## src/rtl/regfile_pkg.sv

```systemverilog
// Shared definitions for the multi-port bypassed register file.
// Holds the default geometry, the select-width helper and the
// register-index type used by the register file and its sub-modules.
package regfile_pkg;

  localparam int DEF_WIDTH    = 16;
  localparam int DEF_NUM_REGS = 8;

  // Select width for a file of n registers; never narrower than one bit.
  function automatic int regfile_aw(input int n);
    int w;
    if (n <= 2) w = 1;
    else        w = $clog2(n);
    return w;
  endfunction

  localparam int DEF_AW = regfile_aw(DEF_NUM_REGS);

  typedef logic [DEF_AW-1:0] reg_idx_t;

endpackage

```

## src/rtl/regfile_wr_arb.sv

```systemverilog
// Per-register priority write select.
// For every register, finds the lowest-index active write port that targets
// it and forwards that port's data. The same result feeds both the storage
// update and the read bypass, so both always agree on the winner.
// Ports:
//   wr_en      in  NUM_WR           write enables
//   wr_sel     in  NUM_WR*AW        write selects, port k in [k*AW +: AW]
//   wr_data    in  NUM_WR*WIDTH     write data, port k in [k*WIDTH +: WIDTH]
//   hit        out NUM_REGS         register r is written this cycle
//   win_data   out NUM_REGS*WIDTH   winning data for register r
//   collision  out 1                two or more active ports share a target
module regfile_wr_arb
  import regfile_pkg::*;
#(
  parameter int WIDTH    = DEF_WIDTH,
  parameter int NUM_REGS = DEF_NUM_REGS,
  parameter int NUM_WR   = 2,
  parameter int AW       = regfile_aw(NUM_REGS)
) (
  input  logic [NUM_WR-1:0]         wr_en,
  input  logic [NUM_WR*AW-1:0]      wr_sel,
  input  logic [NUM_WR*WIDTH-1:0]   wr_data,
  output logic [NUM_REGS-1:0]       hit,
  output logic [NUM_REGS*WIDTH-1:0] win_data,
  output logic                      collision
);

  always_comb begin
    hit       = '0;
    win_data  = '0;
    collision = 1'b0;
    for (int r = 0; r < NUM_REGS; r++) begin
      // Scan from port 0 upward: the first match claims the register,
      // any later match on the same register is a collision.
      for (int k = 0; k < NUM_WR; k++) begin
        if (wr_en[k] && (wr_sel[k*AW +: AW] == AW'(r))) begin
          if (hit[r]) begin
            collision = 1'b1;
          end else begin
            hit[r]                       = 1'b1;
            win_data[r*WIDTH +: WIDTH]   = wr_data[k*WIDTH +: WIDTH];
          end
        end
      end
    end
  end

endmodule

```

## src/rtl/regfile_bypass_mp.sv

```systemverilog
// Multi-port register file with same-cycle write-to-read bypass and a
// per-register pending scoreboard for decode-stage operand stalls.
// Ports:
//   clk       in  1               rising-edge clock
//   rst       in  1               asynchronous reset, active-low
//   rd_sel    in  NUM_RD*AW       read selects, port i in [i*AW +: AW]
//   rd_data   out NUM_RD*WIDTH    read data (bypassed from writes)
//   rd_ready  out NUM_RD          operand usable this cycle
//   wr_en     in  NUM_WR          write enables (port 0 highest priority)
//   wr_sel    in  NUM_WR*AW       write selects
//   wr_data   in  NUM_WR*WIDTH    write data
//   rsv_en    in  1               reserve request for rsv_sel
//   rsv_sel   in  AW              register being reserved
//   pending   out NUM_REGS        scoreboard, one bit per register
//   err       out 1               sticky error flag
module regfile_bypass_mp
  import regfile_pkg::*;
#(
  parameter int WIDTH    = DEF_WIDTH,
  parameter int NUM_REGS = DEF_NUM_REGS,
  parameter int NUM_RD   = 2,
  parameter int NUM_WR   = 2
) (
  input  logic                           clk,
  input  logic                           rst,
  input  logic [NUM_RD*regfile_aw(NUM_REGS)-1:0] rd_sel,
  output logic [NUM_RD*WIDTH-1:0]        rd_data,
  output logic [NUM_RD-1:0]              rd_ready,
  input  logic [NUM_WR-1:0]              wr_en,
  input  logic [NUM_WR*regfile_aw(NUM_REGS)-1:0] wr_sel,
  input  logic [NUM_WR*WIDTH-1:0]        wr_data,
  input  logic                           rsv_en,
  input  logic [regfile_aw(NUM_REGS)-1:0] rsv_sel,
  output logic [NUM_REGS-1:0]            pending,
  output logic                           err
);

  localparam int AW = regfile_aw(NUM_REGS);

  logic [WIDTH-1:0]          regs_q [NUM_REGS];
  logic [WIDTH-1:0]          regs_d [NUM_REGS];
  logic [NUM_REGS-1:0]       pending_q, pending_d;
  logic                      err_q, err_d;

  logic [NUM_REGS-1:0]       hit;
  logic [NUM_REGS*WIDTH-1:0] win_data;
  logic                      collision;

  regfile_wr_arb #(
    .WIDTH    (WIDTH),
    .NUM_REGS (NUM_REGS),
    .NUM_WR   (NUM_WR),
    .AW       (AW)
  ) u_wr_arb (
    .wr_en     (wr_en),
    .wr_sel    (wr_sel),
    .wr_data   (wr_data),
    .hit       (hit),
    .win_data  (win_data),
    .collision (collision)
  );

  always_comb begin
    regs_d    = regs_q;
    pending_d = pending_q;
    for (int r = 0; r < NUM_REGS; r++) begin
      if (hit[r]) regs_d[r] = win_data[r*WIDTH +: WIDTH];
      // A new reservation supersedes the in-flight producer, so it beats a
      // write-back landing in the same cycle; the data still commits.
      if (rsv_en && (rsv_sel == AW'(r))) pending_d[r] = 1'b1;
      else if (hit[r])                    pending_d[r] = 1'b0;
    end
    // Re-reserving a busy register is only legal when its write-back
    // retires in the same cycle.
    err_d = err_q | collision | (rsv_en & pending_q[rsv_sel] & ~hit[rsv_sel]);
  end

  always_ff @(posedge clk or negedge rst) begin
    if (!rst) begin
      for (int r = 0; r < NUM_REGS; r++) regs_q[r] <= '0;
      pending_q <= '0;
      err_q     <= 1'b0;
    end else begin
      for (int r = 0; r < NUM_REGS; r++) regs_q[r] <= regs_d[r];
      pending_q <= pending_d;
      err_q     <= err_d;
    end
  end

  // Read ports: a same-cycle write to the selected register bypasses
  // storage and also makes the operand ready despite a pending bit.
  always_comb begin
    logic [AW-1:0] sel;
    rd_data  = '0;
    rd_ready = '0;
    sel      = '0;
    for (int i = 0; i < NUM_RD; i++) begin
      sel = rd_sel[i*AW +: AW];
      rd_data[i*WIDTH +: WIDTH] = hit[sel] ? win_data[sel*WIDTH +: WIDTH] : regs_q[sel];
      rd_ready[i]               = ~pending_q[sel] | hit[sel];
    end
  end

  assign pending = pending_q;
  assign err     = err_q;

endmodule

```

## config.mk

```make
export PLATFORM = sky130hd
export DESIGN_NAME = regfile_bypass_mp
export DESIGN_NICKNAME = d
export VERILOG_FILES = /design/src/rtl/regfile_pkg.sv /design/src/rtl/regfile_wr_arb.sv /design/src/rtl/regfile_bypass_mp.sv
export SDC_FILE = /design/constraint.sdc
export NUM_CORES = 1
export LEC_CHECK = 0
export CORE_MARGIN = 1.5
export CORE_UTILIZATION = 30
export CTS_BUF_LIST = sky130_fd_sc_hd__clkbuf_4
export CTS_CLUSTER_SIZE = 24
export DETAILED_ROUTE_END_ITERATION = 12
export GPL_TIMING_DRIVEN = 0
export MAX_ROUTING_LAYER = met4
export PLACE_DENSITY = 0.46
export SETUP_SLACK_MARGIN = 0.05
export SLEW_MARGIN = 20
export SYNTH_ARGS = -nofsm -noshare
export SYNTH_HDL_FRONTEND = slang
export SYNTH_HIERARCHICAL = 1
export SYNTH_SLANG_ARGS = --single-unit
export TNS_END_PERCENT = 5
```

## constraint.sdc

```tcl
create_clock -name clk -period 5.2 [get_ports clk]
set_input_delay 1.04 -clock clk [delete_from_list [all_inputs] [get_ports clk]]
set_output_delay 1.04 -clock clk [all_outputs]
set_load 0.05 [all_outputs]
```

==> results of run 1 <==
## report_power, final
group / total [mW] / internal, mW / switching, mW
sequential: 1.21 / 1.15 / 0.0605
combinational: 0.942 / 0.394 / 0.548
clock: 0.713 / 0.237 / 0.476
## worst max-delay path, delay by kind of cell
| family | cells | cell delay [ns] |
|---|---|---|
| buffers and inverters | 5 | 1.39 |
| multiplexers | 4 | 1.38 |
| AND/OR/NAND/NOR | 2 | 0.40 |
## logic make-up (layout without fill, tap and decap cells)
kind of cell,count (synthesis),after routing,synth area share
AND/OR/NAND/NOR,47,47,0.0311
XOR/XNOR,3,3,0.00234
flip-flops,137,137,0.305
buffers and inverters,131,219,0.0565
other,0,2,0
multiplexers,366,366,0.497
AO/OA/AOI/OAI,142,142,0.108
## final timing paths
check,slack [ns],endpoint,start
setup reg to reg,3.91,err$_DFF_PN0_,pending[4]$_DFFE_PN0P_
hold reg to reg,0.52,err$_DFF_PN0_,err$_DFF_PN0_
setup / recovery,-0.07,rd_data[6],wr_en[0]
max in group asynchronous,4.06,regs_q[41]$_DFFE_PN0P_,rst
min in group clk,0.52,err$_DFF_PN0_,err$_DFF_PN0_
hold / removal,0.32,regs_q[48]$_DFFE_PN0P_,rst
## final cells by class
class                      instances  area share
multi-input combinational        558       0.572
tap                              468      0.0456
timing repair buffer              56      0.0388
inverter                           9     0.00263
clock inverter                    15     0.00984
antenna                            2    0.000390
buffer                           122      0.0535
sequential                       137       0.267
clock buffer                      17     0.00994
## metal layers
layer | vias up | global-route usage | part of all wire
met3 | 60 | 0.0371 | 0.061
li1 | 3528 | - | -
met2 | 389 | 0.349 | 0.47
met1 | 4474 | 0.309 | 0.45
met5 | - | - | 0
met4 | 0 | 0.0577 | 0.021
## synthesized netlist by cell type (all sizes together) (4+ instances only)
cell and number:
o21ai 4, inv 9, dfrtp 137, clkbuf 19, a22o 128, o22ai 6, nand2 9, mux2i 99
mux2 128, nand2b 9, buf 103, mux4 139, nor2 9
## registers in the layout (all words and copies together), names as in the netlist
| name | flops |
|---|---|
| regs_q | 128 |
| err | 1 |
| pending | 8 |
## layout by cell type, fill, tap and decap left out, types with 10 or more instances in the layout
master,synthesis,final
buf_6,8,11
buf_2,46,41
mux2i_1,97,70
clkbuf_4,0,19
mux4_2,139,139
mux2i_4,2,10
mux2_2,128,128
mux2i_2,0,19
clkbuf_1,19,18
dfrtp_1,137,137
a22o_1,128,128
clkdlybuf4s50_1,0,15
buf_1,42,41
buf_4,7,30
## repair_timing
action / CTS / global route
setup buffers: 5 / 0
gates resized for setup: 180 / 31
setup endpoints to repair: 34 / 33
==> impl_metrics.sql, run 1 <==
INSERT INTO impl_metrics (metric_group, metric, value, unit) VALUES
('cts', 'clk_pin_slew', '0.14', 'ns'),
('routing', 'drt-wirelength-per-cell', '30.1', 'um'),
('place', 'gp_routability_congestion', '0.841', ''),
('power', 'totalPowerFinal', '2.86', 'mW'),
('setup_path', 'worst_setup_path_start_kind', 'input pin', ''),
('synth', 'netlist_area', '11200', 'sq um'),
('synth', 'yosys_warnings', '6', ''),
('setup_path', 'end_kind', 'output pin', ''),
('floorplanning', 'floorplan.die.width', '197', 'um'),
('power', 'max-vdd-ir-drop', '124', 'uV'),
('run_status', 'run_status', 'complete, but fails checks', ''),
('setup_path', 'data_required_time_at_the_worst_endpoint', '4.16', 'ns'),
('synth', 'synthTopCellsByArea', 'dfrtp_1, mux4_2, mux2_2, a22o_1, mux2i_1', ''),
('sta', 'max_slew.worst_pin.slew', '1.09', 'ns'),
('sta', 'max_freq', '0.190', 'GHz'),
('synth', 'synth_seq_area_share', '0.305', ''),
('final_layout', 'final.fill_count', '3608', ''),
('place', 'place.detailed.hpwl', '29.6', 'mm'),
('sta', 'timing.final.max_slew_violations', '0', ''),
('floorplanning', 'number_of_ports_placed_on_the_die_boundary', '95', ''),
('routing', 'antenna_left', '0', ''),
('synth', 'syn_area_per_cell', '13.6', 'sq um'),
('routing', 'first_pass_iters', '6', ''),
('synth', 'yosys.area.top_type', 'dfrtp_1', ''),
('final_layout', 'number_of_nets_in_the_layout', '953', ''),
('sta', 'postLayoutSetupSlackWorst', '-0.0719', 'ns'),
('sta', 'headroom_to_the_max_slew_limit', '0.276', ''),
('setup_path', 'timing.setup.critical_path_class', 'in -> out', ''),
('final_layout', 'layout.core_utilization', '0.349', ''),
('final_layout', 'postLayoutCellArea', '12800', 'sq um'),
('cts', 'ctsRootBufferMaster', 'clkbuf_4', ''),
('floorplanning', 'dieHeight', '197', 'um'),
('cts', 'cts_tree', 'yes', ''),
('routing', 'drt-total-wl', '41.6', 'mm'),
('final_layout', 'area_delta_synth_final', '14.2', '%'),
('final_layout', 'instances_no_fill', '1384', ''),
('floorplanning', 'die-area', '38600', 'sq um'),
('place', 'preCtsSetupSlack', '-1.30', 'ns'),
('synth', 'async_flop_share', '1.00', ''),
('synth', 'synth.top_cell.area_share', '0.305', ''),
('setup_path', 'crit_path_max_fanout', '10', ''),
('final_layout', 'multi_input_area', '7350', 'sq um'),
('routing', 'first_iter_violations', '696', ''),
('final_layout', 'ff_latch_area', '3430', 'sq um'),
('worst_hold_path', 'worstHoldPathType', 'in -> async', ''),
('run', 'cap_violations', '0', ''),
('final_layout', 'final_layout_size_suffix_gt1_frac', '0.476', ''),
('cts', 'holdBufCountCts', '0', ''),
('sta', 'unrepaired_setup_endpoints_after_global_routing', 'true', ''),
('sta', 'setup_tns', '-0.161', 'ns'),
('setup_path', 'worst_ep_arrival_time', '4.23', 'ns'),
('sta', 'endpoints_failing_setup', '4', ''),
('routing', 'post-route-drc-count', '0', ''),
('cts', 'clkLatencyLatePin', '0.60', 'ns'),
('run_status', 'violations', 'setup timing', ''),
('floorplanning', 'initial_utilization', '0.306', ''),
('routing', 'detailroute.via_count', '8451', ''),
('global_route', 'grt_antenna_before_repair', '2', ''),
('setup_path', 'critPathMaxStageDelay', '0.50', 'ns'),
('setup_path', 'crit_path_cell_trace', 'dlygate4sd2_1 > and4b_1 > buf_2 > buf_4 > nand2b_1 > mux4_2 > mux2i_4 > buf_6 > mux2i_2 > mux2i_1 > clkdlybuf4s15_2', ''),
('place', 'port_buffers', '50', ''),
('setup_path', 'cpMaxStageDelayCell', 'mux4_2', ''),
('place', 'place_area', '12400', 'sq um'),
('synth', 'syn_inst', '826', ''),
('synth', 'yosys_register_bits', '137', ''),
('synth', 'synth_fp_nets', '878', ''),
('cts', 'cts-root-to-sink-buffers', '2', ''),
('setup_path', 'rr_worst_depth', '3', ''),
('global_route', 'first_global_vias', '8565', ''),
('synth', 'synth_cell_type_count', '35', ''),
('place', 'placed_cells', '1345', '');
No activity file was read; power rests on OpenSTA's default activity.
==> run 2, diff against run 1 <==
--- a/config.mk
+++ b/config.mk
@@ -8,6 +8,7 @@
 export CORE_MARGIN = 1.5
 export CORE_UTILIZATION = 30
 export CTS_BUF_LIST = sky130_fd_sc_hd__clkbuf_4
+export CTS_CLUSTER_DIAMETER = 80
 export CTS_CLUSTER_SIZE = 24
 export DETAILED_ROUTE_END_ITERATION = 12
 export GPL_TIMING_DRIVEN = 0
==> constraint.sdc (replaced) <==
create_clock -name clk -period 5.45 [get_ports clk]
set_input_delay 1.09 -clock clk [delete_from_list [all_inputs] [get_ports clk]]
set_output_delay 1.09 -clock clk [all_outputs]
set_load 0.05 [all_outputs]
==> impl_metrics.sql, run 2 (same netlist as run 1, synthesis figures left out) <==
INSERT INTO impl_metrics (metric_group, metric, value, unit) VALUES
('run_status', 'run_status', 'finished clean', ''),
('sta', 'finalCritPeriodShare', '0.990', ''),
('sta', 'max_slew.worst_pin.slew', '1.07', 'ns'),
('place', 'port_buffers', '50', ''),
('final_layout', 'final_layout_size_suffix_gt1_frac', '0.460', ''),
('sta', 'hold_viol_final', '0', ''),
('routing', 'antenna_left', '0', ''),
('worst_hold_path', 'worstHoldPathType', 'in -> async', ''),
('sta', 'timing.final.max_slew_violations', '0', ''),
('final_layout', 'max_reg_flops', '128', ''),
('place', 'gp_routability_congestion', '0.841', ''),
('floorplanning', 'core-area', '36800', 'sq um'),
('cts', 'cts_made_buffers', '17', ''),
('setup_path', 'data_required_time_at_the_worst_endpoint', '4.36', 'ns'),
('routing', 'first_pass_iters', '5', ''),
('global_route', 'grt_start_max_net_pins', '86', ''),
('routing', 'first_iter_violations', '690', ''),
('setup_path', 'rr_worst_depth', '3', ''),
('routing', 'drt-wirelength-per-cell', '30.0', 'um'),
('final_layout', 'number_of_nets_in_the_layout', '950', ''),
('global_route', 'grt_first_pass_wirelength', '60.5', 'mm'),
('routing', 'vias_cell', '6.06', ''),
('routing', 'drt-total-wl', '41.4', 'mm'),
('final_layout', 'final.fill_count', '3623', ''),
('setup_path', 'crit-reg2reg-launch', 'pending[6]$_DFFE_PN0P_', ''),
('cts', 'clkLatencyLatePin', '0.60', 'ns'),
('global_route', 'overall_global_routing_resource_usage', '0.226', ''),
('cts', 'clk_pin_slew', '0.14', 'ns'),
('final_layout', 'most_frequent_cells_in_the_layout', 'mux4_2, dfrtp_1, mux2_2, a22o_1, mux2i_1', ''),
('sta', 'max_freq', '0.185', 'GHz'),
('final_layout', 'registers.top_by_ff_count', 'regs_q', ''),
('final_layout', 'postLayoutCellArea', '12700', 'sq um'),
('setup_path', 'r2r-end', 'err$_DFF_PN0_', ''),
('sta', 'unrepaired_setup_endpoints_after_global_routing', 'true', ''),
('floorplanning', 'placement_rows', '70', ''),
('cts', 'cts_tree', 'yes', ''),
('global_route', 'first_global_vias', '8567', ''),
('global_route', 'grt_antenna_before_repair', '2', ''),
('cts', 'cts-root-to-sink-buffers', '2', ''),
('power', 'power.density_cell_area', '213', 'nW/um^2'),
('floorplanning', 'dieHeight', '197', 'um'),
('sta', 'fin_skew', '0.00706', 'ns'),
('sta', 'holdWs', '0.365', 'ns'),
('place', 'place_area', '12400', 'sq um'),
('cts', 'cts_num_sinks', '137', ''),
('routing', 'detailroute.via_count', '8368', ''),
('setup_path', 'crit_path_max_fanout', '10', ''),
('run', 'cap_violations', '0', ''),
('final_layout', 'layout.core_utilization', '0.346', ''),
('cts', 'cts-htree-levels', '4', ''),
('setup_path', 'worst_setup_path_start_kind', 'input pin', ''),
('setup_path', 'worst_ep_arrival_time', '4.31', 'ns'),
('final_layout', 'mostFrequentLayoutCell', 'mux4_2', ''),
('floorplanning', 'number_of_ports_placed_on_the_die_boundary', '95', ''),
('place', 'place.detailed.hpwl', '29.6', 'mm'),
('floorplanning', 'floorplan.die.width', '197', 'um'),
('floorplanning', 'initial_utilization', '0.306', ''),
('cts', 'holdBufCountCts', '0', ''),
('sta', 'tmin_final', '5.40', 'ns'),
('routing', 'post-route-drc-count', '0', ''),
('cts', 'ctsRootBufferMaster', 'clkbuf_4', ''),
('floorplanning', 'die-area', '38600', 'sq um'),
('setup_path', 'critPathLaunch', 'wr_en[0]', ''),
('sta', 'headroom_to_the_max_slew_limit', '0.287', ''),
('power', 'leakagePower', '5.53', 'nW'),
('global_route', 'globalRoute.totalOverflow', '0', ''),
('sta', 'endpoints_failing_setup', '0', ''),
('setup_path', 'end_kind', 'output pin', ''),
('power', 'max-vdd-ir-drop', '120', 'uV'),
('setup_path', 'timing.setup.critical_path_class', 'in -> out', ''),
('setup_path', 'r2r_setup_slack', '4.16', 'ns'),
('final_layout', 'area_delta_synth_final', '13.1', '%');
## run 2: layout make-up
| cell class | count | area, sq um | area share |
|---|---|---|---|
| antenna | 2 | 5.00 | 0.000394 |
| buffer | 119 | 626 | 0.0492 |
| clock buffer | 17 | 128 | 0.0100 |
| clock inverter | 15 | 126 | 0.00994 |
| inverter | 9 | 33.8 | 0.00266 |
| multi-input combinational | 558 | 7270 | 0.572 |
| sequential | 137 | 3430 | 0.270 |
| tap | 468 | 586 | 0.0461 |
| timing repair buffer | 56 | 515 | 0.0405 |
## run 2: worst max-delay path by stage
stage	endpoint	cells after the start	slack, ns
2_1_floorplan	rd_data[18]	11	0.40
3_3_place_gp	regs_q[123]$_DFFE_PN0P_	1	-3.00
3_5_place_dp	rd_data[21]	12	-1.15
4_1_cts	rd_data[22]	13	0.08
5_1_grt	rd_data[20]	13	0.009
6_report	rd_data[9]	11	0.05
## run 2: power by group
group	internal [mW]	switching, mW
Combinational	0.366	0.515
Sequential	1.09	0.0576
Clock	0.226	0.456
Total	1.68	1.03
## run 2: per-stage QoR
stage	TNS [ns]	power (mW)	instances	worst slack, ns
floorplan	0	1.75	826	0.398
global placement	-438.62	2.04	1344	-3.00
detailed placement	-31.00	2.05	1345	-1.15
CTS	0	2.74	1382	0.0759
global route	0	2.83	1381	0.00855
finish	0	2.71	1381	0.0535
## run 2: what timing repair did
item,4_1_cts,5_1_grt
hold endpoints to repair,0,0
buffers inserted,5,0
gates resized for setup,144,6
endpoints found under the setup margin,34,27
## run 2: critical path, cell delays in order
cell and delay (ns):
dlygate4sd2_1 0.32, and4b_1 0.21, buf_2 0.20, buf_2 0.25, nand2b_1 0.21, mux4_2 0.49, mux2i_4 0.31, buf_6 0.26
mux2i_2 0.35, mux2i_1 0.14, dlygate4sd2_1 0.47
## run 2: routing by layer
metal | track usage | share of wire | routed length, um
met3 | 0.0375 | 0.062 | 2570
met1 | 0.310 | 0.45 | 18700
met2 | 0.347 | 0.47 | 19400
met5 | - | 0 | 0
met4 | 0.0580 | 0.018 | 732
==> patch: new RTL, config.mk and constraints of run 2 <==
Take the reset off `pending_q` and load it in a clocked block of its own.
--- a/src/rtl/regfile_bypass_mp.sv
+++ b/src/rtl/regfile_bypass_mp.sv
@@ -80,3 +80,2 @@
       for (int r = 0; r < NUM_REGS; r++) regs_q[r] <= '0;
-      pending_q <= '0;
       err_q     <= 1'b0;
@@ -84,5 +83,8 @@
       for (int r = 0; r < NUM_REGS; r++) regs_q[r] <= regs_d[r];
-      pending_q <= pending_d;
       err_q     <= err_d;
     end
+  end
+
+  always_ff @(posedge clk) begin
+    pending_q <= pending_d;
   end
Check against the original RTL: not equivalent (Yosys sat finds a counterexample within 4 cycles, from zero or initial values and one cycle with rst low).
==> patch against run 2 <==
- worst setup slack improved by 0.31 ns
- total power increased by 4.7%
- wire length increased by 14%
- hold slack improved by 0.010 ns
- combinational power increased by 9.4%
- sequential cell count unchanged
- non-clock buffer count increased by 5
- die area increased by 1.6%
- register-to-register slack got worse by 0.09 ns
- final area increased by 0.75%
- area after synthesis increased by 1.6%
==> patch: results (changes against run 2) <==
| Metric | Value |
|---|---|
| Status | finished, final reports clean (unchanged) |
| Clock skew | 0.0100 ns (was 0.00706 ns) |
| Bufs w/o clock | 180 (was 175) |
| Multi-input combinational area share | 0.574 (was 0.572) |
| Inverter count | 4 (was 9) |
| DP Cell Count | 1417 (was 1345) |
| Gpl congestion | 0.852 (was 0.841) |
| First-pass GRT wire length | 66.9 mm (was 60.5 mm) |
| Via/cell ratio | 6.09 (was 6.06) |
| Tap cells | 511 (was 468) |
| Layout non-clock buf frac | 0.0890 (was 0.0897) |
| Post-DP HPWL | 31.7 mm (was 29.6 mm) |
| Post-Syn Nets | 908 (was 878) |
| IO buf count | 49 (was 50) |
| P_comb | 964 uW (was 881 uW) |
| Worst-case vdd ir drop | 120 uV (about the same) |
| Met1 Routed Length | 20.6 mm (was 18.7 mm) |
| Worst Max-Slew Pin Slew | 1.19 ns (was 1.07 ns) |
| Layout Nets | 981 (was 950) |
| Post-synth cell types | 42 (was 35) |
| Pre-CTS WS | -0.892 ns (was -1.15 ns) |
| Largest net degree at the start of global routing | 88 (was 86) |
| Async SR Flop Fraction | 0.942 (was 1.00) |
| Ranking of synthesized cells by area | dfrtp_1 (28%), mux4_2 (27%), mux2_2 (13%) (was dfrtp_1 (30%), mux4_2 (28%), mux2_2 (13%)) |
| Post-Layout Cell Count | 1455 (was 1381) |
| Number of global-route vias before repair | 8860 (was 8567) |
| Post-synth top cells | mux4_2 (137), mux2_2 (130), dfrtp_1 (129), a22o_1 (128), buf_2 (58) (was mux4_2 (139), dfrtp_1 (137), a22o_1 (128), mux2_2 (128), mux2i_1 (97)) |
| DR pass1 iterations | 7 (was 5) |
-- patch: cell types whose count changed in the layout (fill, tap and decap cells not counted), moves of 14 or more --
cell,before,now
nor2b_1,0,32
mux2i_1,80,32
a211oi_2,0,25
buf_2,46,69
a21oi_2,0,26
mux2i_2,14,0
-- patch: final timing paths --
check                               to  slack (ns)  depth (start not counted)
max                        rd_data[14]        0.36                         12
min                        regs_q[109]        0.38                          1
max reg2reg                        err        4.07                          4
min reg2reg                        err        0.50                          1
max in group asynchronous  regs_q[114]        4.28                          2
min in group clk                   err        0.50                          1
-- patch: worst reg2reg max path: stages, from the launching register on --
cell and delay, ns:
dfxtp_1 0.41, nand2b_1 0.10, mux4_2 0.48, o22ai_1 0.18, a2111o_1 0.16
-- patch: cells by family (layout without fill, tap and decap cells) --
group,count (synthesis),after routing,share of synthesized area
mux,301,301,0.430
compound gates,204,204,0.160
flops,137,137,0.297
buf+inv,130,216,0.0599
simple gates,81,81,0.0509
xor+xnor,3,3,0.00230
other cells,0,2,0
